`src/rtl/uart_rx_axi_reader.sv`:
```
// uart_rx_axi_reader: UART receiver -> byte FIFO -> AXI-Lite read-only slave (UART_RX_PARITY_EN adds even parity)
module uart_rx_axi_reader #(
  parameter int CLKS_PER_BIT = 868,
  parameter int FIFO_DEPTH   = 16
) (
  input  logic        clk,
  input  logic        reset,
  input  logic [3:0]  s_axi_araddr,
  input  logic        s_axi_arvalid,
  output logic        s_axi_arready,
  output logic [31:0] s_axi_rdata,
  output logic [1:0]  s_axi_rresp,
  output logic        s_axi_rvalid,
  input  logic        s_axi_rready,
  input  logic        rx,
  output logic        rx_irq
);
  localparam int AW = $clog2(FIFO_DEPTH);
  localparam int CW = $clog2(CLKS_PER_BIT);
  localparam logic [CW-1:0] FULL_BIT = CW'(CLKS_PER_BIT - 1);
  localparam logic [CW-1:0] HALF_BIT = CW'(CLKS_PER_BIT / 2 - 1);
`ifdef UART_RX_PARITY_EN
  typedef enum logic [2:0] {IDLE, START, DATA, PARITY, STOP} state_t;
`else
  typedef enum logic [2:0] {IDLE, START, DATA, STOP} state_t;
`endif
  state_t state_q, state_d;
  logic rx_meta_q, rx_sync_q;
  logic [CW-1:0] cnt_q, cnt_d;
  logic [2:0] bit_q, bit_d;
  logic [7:0] shift_q, shift_d;
  logic push, frame_set, par_set, par_bad;
  logic [AW:0] wr_ptr_q, wr_ptr_d, rd_ptr_q, rd_ptr_d;
  logic [7:0] mem_q [FIFO_DEPTH];
  logic frame_err_q, frame_err_d, overrun_q, overrun_d, parity_err_q, parity_err_d;
  logic arready_q, arready_d, rvalid_q, rvalid_d, irq_q, irq_d;
  logic [31:0] rdata_q, rdata_d;
  logic [1:0] rresp_q, rresp_d;
  logic empty, full, ar_hs, pop, push_ok, clr;
  logic [1:0] sel;
  logic [31:0] status;
  logic unused_addr;
  assign unused_addr = ^s_axi_araddr[1:0];
`ifdef UART_RX_PARITY_EN
  logic par_bad_q, par_bad_d;
  assign par_bad = par_bad_q;
  // Parity mismatch latched at the parity bit centre, consumed at the stop bit
  always_ff @(posedge clk or negedge reset)
    if (!reset) par_bad_q <= 1'b0;
    else        par_bad_q <= par_bad_d;
`else
  assign par_bad = 1'b0;
`endif
  // Two-flop synchronizer; the line idles high
  always_ff @(posedge clk or negedge reset)
    if (!reset) {rx_meta_q, rx_sync_q} <= 2'b11;
    else        {rx_meta_q, rx_sync_q} <= {rx, rx_meta_q};
  // Receiver FSM: mid-bit sampling, LSB first
  always_comb begin
    state_d = state_q;
    cnt_d = cnt_q + 1'b1;
    bit_d = bit_q;
    shift_d = shift_q;
    push = 1'b0;
    frame_set = 1'b0;
    par_set = 1'b0;
`ifdef UART_RX_PARITY_EN
    par_bad_d = par_bad_q;
`endif
    case (state_q)
      IDLE: begin
        cnt_d = '0;
        state_d = rx_sync_q ? IDLE : START;
      end
      START: if (cnt_q == HALF_BIT) begin
        cnt_d = '0;
        bit_d = '0;
        state_d = rx_sync_q ? IDLE : DATA;
      end
      DATA: if (cnt_q == FULL_BIT) begin
        cnt_d = '0;
        shift_d = {rx_sync_q, shift_q[7:1]};
        bit_d = bit_q + 1'b1;
`ifdef UART_RX_PARITY_EN
        if (bit_q == 3'd7) state_d = PARITY;
      end
      PARITY: if (cnt_q == FULL_BIT) begin
        cnt_d = '0;
        par_bad_d = rx_sync_q != ^shift_q;
        state_d = STOP;
`else
        if (bit_q == 3'd7) state_d = STOP;
`endif
      end
      STOP: if (cnt_q == FULL_BIT) begin
        cnt_d = '0;
        push = rx_sync_q & ~par_bad;
        frame_set = ~rx_sync_q;
        par_set = par_bad;
        state_d = IDLE;
      end
      default: state_d = IDLE;
    endcase
  end
  // FIFO occupancy, sticky flags and the AXI read channel
  always_comb begin
    ar_hs = s_axi_arvalid & arready_q;
    sel = s_axi_araddr[3:2];
    empty = wr_ptr_q == rd_ptr_q;
    full = (wr_ptr_q[AW] != rd_ptr_q[AW]) && (wr_ptr_q[AW-1:0] == rd_ptr_q[AW-1:0]);
    pop = ar_hs && sel == 2'd0 && !empty;
    push_ok = push & (~full | pop);
    clr = ar_hs && sel == 2'd1;
    wr_ptr_d = wr_ptr_q + (AW+1)'(push_ok);
    rd_ptr_d = rd_ptr_q + (AW+1)'(pop);
    frame_err_d = frame_set | (frame_err_q & ~clr);
    overrun_d = (push & ~push_ok) | (overrun_q & ~clr);
    parity_err_d = par_set | (parity_err_q & ~clr);
    status = {27'h0, parity_err_q, overrun_q, frame_err_q, full, empty};
    rvalid_d = ar_hs | (rvalid_q & ~s_axi_rready);
    arready_d = ~rvalid_d;
    rdata_d = !ar_hs ? rdata_q :
              sel == 2'd0 ? (empty ? 32'h0 : {24'h0, mem_q[rd_ptr_q[AW-1:0]]}) :
              sel == 2'd1 ? status : 32'h0;
    rresp_d = !ar_hs ? rresp_q : (sel == 2'd1 || (sel == 2'd0 && !empty)) ? 2'b00 : 2'b10;
    irq_d = ~empty;
  end
  // FIFO storage needs no reset: only written entries are ever read
  always_ff @(posedge clk)
    if (push_ok) mem_q[wr_ptr_q[AW-1:0]] <= shift_q;
  // State registers
  always_ff @(posedge clk or negedge reset)
    if (!reset) begin
      state_q <= IDLE;
      cnt_q <= '0;
      bit_q <= '0;
      shift_q <= '0;
      wr_ptr_q <= '0;
      rd_ptr_q <= '0;
      frame_err_q <= 1'b0;
      overrun_q <= 1'b0;
      parity_err_q <= 1'b0;
      arready_q <= 1'b0;
      rvalid_q <= 1'b0;
      rdata_q <= '0;
      rresp_q <= '0;
      irq_q <= 1'b0;
    end else begin
      state_q <= state_d;
      cnt_q <= cnt_d;
      bit_q <= bit_d;
      shift_q <= shift_d;
      wr_ptr_q <= wr_ptr_d;
      rd_ptr_q <= rd_ptr_d;
      frame_err_q <= frame_err_d;
      overrun_q <= overrun_d;
      parity_err_q <= parity_err_d;
      arready_q <= arready_d;
      rvalid_q <= rvalid_d;
      rdata_q <= rdata_d;
      rresp_q <= rresp_d;
      irq_q <= irq_d;
    end
  assign s_axi_arready = arready_q;
  assign s_axi_rvalid = rvalid_q;
  assign s_axi_rdata = rdata_q;
  assign s_axi_rresp = rresp_q;
  assign rx_irq = irq_q;
endmodule

```
`config.mk`:
```
export PLATFORM = sky130hd
export DESIGN_NAME = uart_rx_axi_reader
export DESIGN_NICKNAME = d
export VERILOG_FILES = /design/src/rtl/uart_rx_axi_reader.sv
export SDC_FILE = /design/constraint.sdc
export NUM_CORES = 1
export LEC_CHECK = 0
export ABC_AREA = 1
export ABC_CLOCK_PERIOD_IN_PS = 4300
export BUFFER_PORTS_ARGS = -buffer_cell sky130_fd_sc_hd__buf_2
export CORE_MARGIN = 2
export CORE_UTILIZATION = 58
export CTS_CLUSTER_SIZE = 25
export DETAILED_ROUTE_END_ITERATION = 7
export PLACE_DENSITY = 0.76
export SKIP_CTS_REPAIR_TIMING = 1
export SYNTH_ARGS = -nofsm -noshare
export SYNTH_HDL_FRONTEND = slang
export SYNTH_SLANG_ARGS = --single-unit
```
`constraint.sdc`:
```
create_clock -name clk -period 4.3 [get_ports clk]
set_input_delay 1.075 -clock clk [delete_from_list [all_inputs] [get_ports clk]]
set_output_delay 1.075 -clock clk [all_outputs]
set_load 0.02 [all_outputs]
```
==> impl_metrics.toml <==
[status]
status = "finished, final reports clean"

[cells_and_area]
fillerInstances = 1010
final_area_um2 = 8499
seqCellArea_um2 = 5099
n_antenna_cell = 0
syn_to_final_growth_pct = 8.880
drive_gt1_share_pct = 8.953
nets = 798
multi_input_area_um2 = 2258
fin_cells = 969

[synthesis]
synth_edf_count = 128
syn_area_um2 = 7806
avgSynthCellArea_um2 = 10.19
synth_warnings = 0
syn_inst = 766
ys_seq_area_share_pct = 65.30
synth.distinct_cells = 34
synth_seq_cells = 178
synthFlopType = "edfxtp_1"
synthArstFlopShare_pct = 28.09

[timing]
slew_viol_final = 0
period_share_pct = 59.72
tightestPinTransition_ps = 1079
period_needed_ps = 2568
rsz0062_at_grt = "false"
final-setup-viol-count = 0
max_slew_margin_pct = 28.08
finalSetupTns_ps = 0
fin_skew_ps = 9.071
max_freq_ghz = 0.3894
hold_violations = 0

[detailed_routing]
drtPass1Iterations = 5
dr.first_iter.drc_count = 610
drcViolationCount = 0
avgViaCountPerCell = 5.351
vias = 5185
wirelength_mm = 15.90
ant_nets = 0
wl_per_cell_um = 16.41

[clock_network]
cts_sinks = 178
numCtsBuffers = 17
clkTransAtPathRegs_ps = 60
clk_path_buf_depth = 2
cts-root-buf = "clkbuf_16"
clk_latency_ps = 430
htreeDepth = 4
cts_tree = "built"

[placement]
dpl.hpwl_mm = 10.25
io_buffers = 18
routabilityCongestion = 0.8933
dp_cells = 938
place_area_um2 = 7909

[job]
max_cap_violations = 0

[setup_path]
reg2reg_depth = 7
max_stage_delay_ps = 610
slowest_stage = "nor2_1"
r2r_setup_slack_ps = 1770
regToRegEndpoint = "mem_q[0][4]$_DFFE_PP_"
crit_fanout = 9
path_cells = "buf_2 -> nand2_1 -> inv_1 -> nand2_1 -> nand4_4 -> nand3_2 -> nor2_1"
path_common_cell = "nand2_1"
end_kind = "flip-flop"
path_class = "in -> reg"
reg2reg_from = "rd_ptr_q[1]$_DFF_PN0_"
crit_required_ps = 4350
critPathLaunchType = "input pin"
arrival_ps = 2620

[floorplanning]
num_rows = 42
dieWidth_um = 120.0
io_pins = 46
dieArea_um2 = 14400
start_util_pct = 59.18
die_h_um = 120.0
coreArea_um2 = 13190

[grt]
antenna_found_initial = 0
grt_max_degree = 59
grt_pass1_wl_mm = 25.67
overflow = 0
grt.total_usage_pct = 23.72
grt_pass1_vias = 5081

[worst_hold_path]
hold_path_end = "rx_sync_q$_DFF_PN1_"
hold_path_class = "reg -> reg"
hold_path_depth = 0
hold_start = "rx_meta_q$_DFF_PN1_"

[power]
ir_drop_uv = 283.8
leakagePower_nw = 3.769
power.density_nw_per_um2 = 404.6
state kept, by name (all words and copies together), names as in the netlist, 2 cells and up:
signal,count
shift_q,8
s_axi_rdata,8
state_q,2
rd_ptr_q,5
bit_q,3
wr_ptr_q,5
cnt_q,10
mem_q,128
cells in the final DEF (no fill, tap or decap), types with 2 or more instances in the layout:
| master | n |
|---|---|
| inv_2 | 7 |
| nor3_1 | 4 |
| buf_4 | 2 |
| conb_1 | 25 |
| inv_1 | 52 |
| bufinv_16 | 3 |
| inv_6 | 2 |
| a31oi_1 | 2 |
| o21ai_1 | 23 |
| clkinvlp_4 | 4 |
| clkbuf_16 | 17 |
| dfstp_2 | 2 |
| a22oi_1 | 3 |
| clkinv_2 | 4 |
| edfxtp_1 | 128 |
| buf_2 | 18 |
| nor2_1 | 94 |
| xnor2_1 | 3 |
| o21bai_1 | 2 |
| o21ai_0 | 3 |
| ha_1 | 8 |
| dfrtp_1 | 47 |
| nand4_1 | 3 |
| a21oi_1 | 10 |
| nor2_4 | 4 |
| xor2_1 | 7 |
| nand2_1 | 248 |
| nand3_1 | 54 |
| nand3_2 | 5 |
report_power, final:
| group | internal (mW) | switching (mW) | leakage [nW] |
|---|---|---|---|
| clock | 0.910 | 0.624 | 0.279 |
| sequential | 1.83 | 0.00526 | 2.14 |
| combinational | 0.0134 | 0.0540 | 1.35 |
worst max-delay path, delay by kind of cell:
kind	cells	cell delay, ps
buffers and inverters	2	280
and+or+nand+nor	5	1250
stage by stage:
step	utilization, %	setup WS (ps)	hold WS [ps]	power (mW)
6_report	64.44	1732	355.4	3.439
3_5_place_dp	59.96	1278	347.2	1.940
4_1_cts	64.44	1703	356.6	3.456
2_1_floorplan	-	1841	345.2	1.933
5_1_grt	64.44	1536	358.3	3.538
3_3_place_gp	59.96	1372	345.5	1.939
synthesized netlist by cell type, types with 4 or more instances:
cell type | n | area, µm²
nand3_1 | 54 | 270.3
buf_4 | 28 | 210.2
edfxtp_1 | 128 | 3844
o21ai_1 | 23 | 115.1
a21oi_1 | 10 | 50.05
xor2_1 | 7 | 61.31
buf_2 | 11 | 55.05
dfrtp_1 | 48 | 1201
nand2_1 | 248 | 930.9
inv_2 | 7 | 26.28
clkbuf_1 | 6 | 22.52
nor2_4 | 4 | 45.04
ha_1 | 8 | 100.1
nor2_1 | 94 | 352.8
nand3_2 | 5 | 50.05
nor3_1 | 4 | 20.02
inv_1 | 52 | 195.2
worst max-delay path by stage:
stage,start,endpoint,slack (ps),cells past startpoint
3_3_place_gp,s_axi_arvalid,mem_q[9][3]$_DFFE_PP_,1370,7
3_5_place_dp,s_axi_arvalid,mem_q[1][6]$_DFFE_PP_,1280,7
2_1_floorplan,s_axi_arvalid,mem_q[0][0]$_DFFE_PP_,1840,6
6_report,s_axi_arvalid,mem_q[0][4]$_DFFE_PP_,1730,7
4_1_cts,s_axi_arvalid,mem_q[1][6]$_DFFE_PP_,1700,7
5_1_grt,rd_ptr_q[1]$_DFF_PN0_,mem_q[10][2]$_DFFE_PP_,1540,7
cell type report:
type | count | area share (%)
sequential | 178 | 59.99
clock buffer | 18 | 5.049
tap | 176 | 2.591
clock inverter | 13 | 1.899
inverter | 60 | 2.665
timing repair buffer | 20 | 1.237
multi-input combinational | 504 | 26.57
logic make-up after synthesis:
family	Yosys count	synth area share, %
simple gates	415	22.05
mux	1	0.1282
compound gates	45	3.141
other cells	1	0.04804
flops	178	65.30
fa+ha+maj	8	1.282
xor+xnor	10	1.122
buf+inv	108	6.924
metal layers:
metal / GRT usage, % / part of all wire, %
met5: 0 / 0
met4: 10.07 / 2.5
met3: 4.373 / 6.0
met2: 38.53 / 50
met1: 31.60 / 41
(Power assumes the default switching activity.)
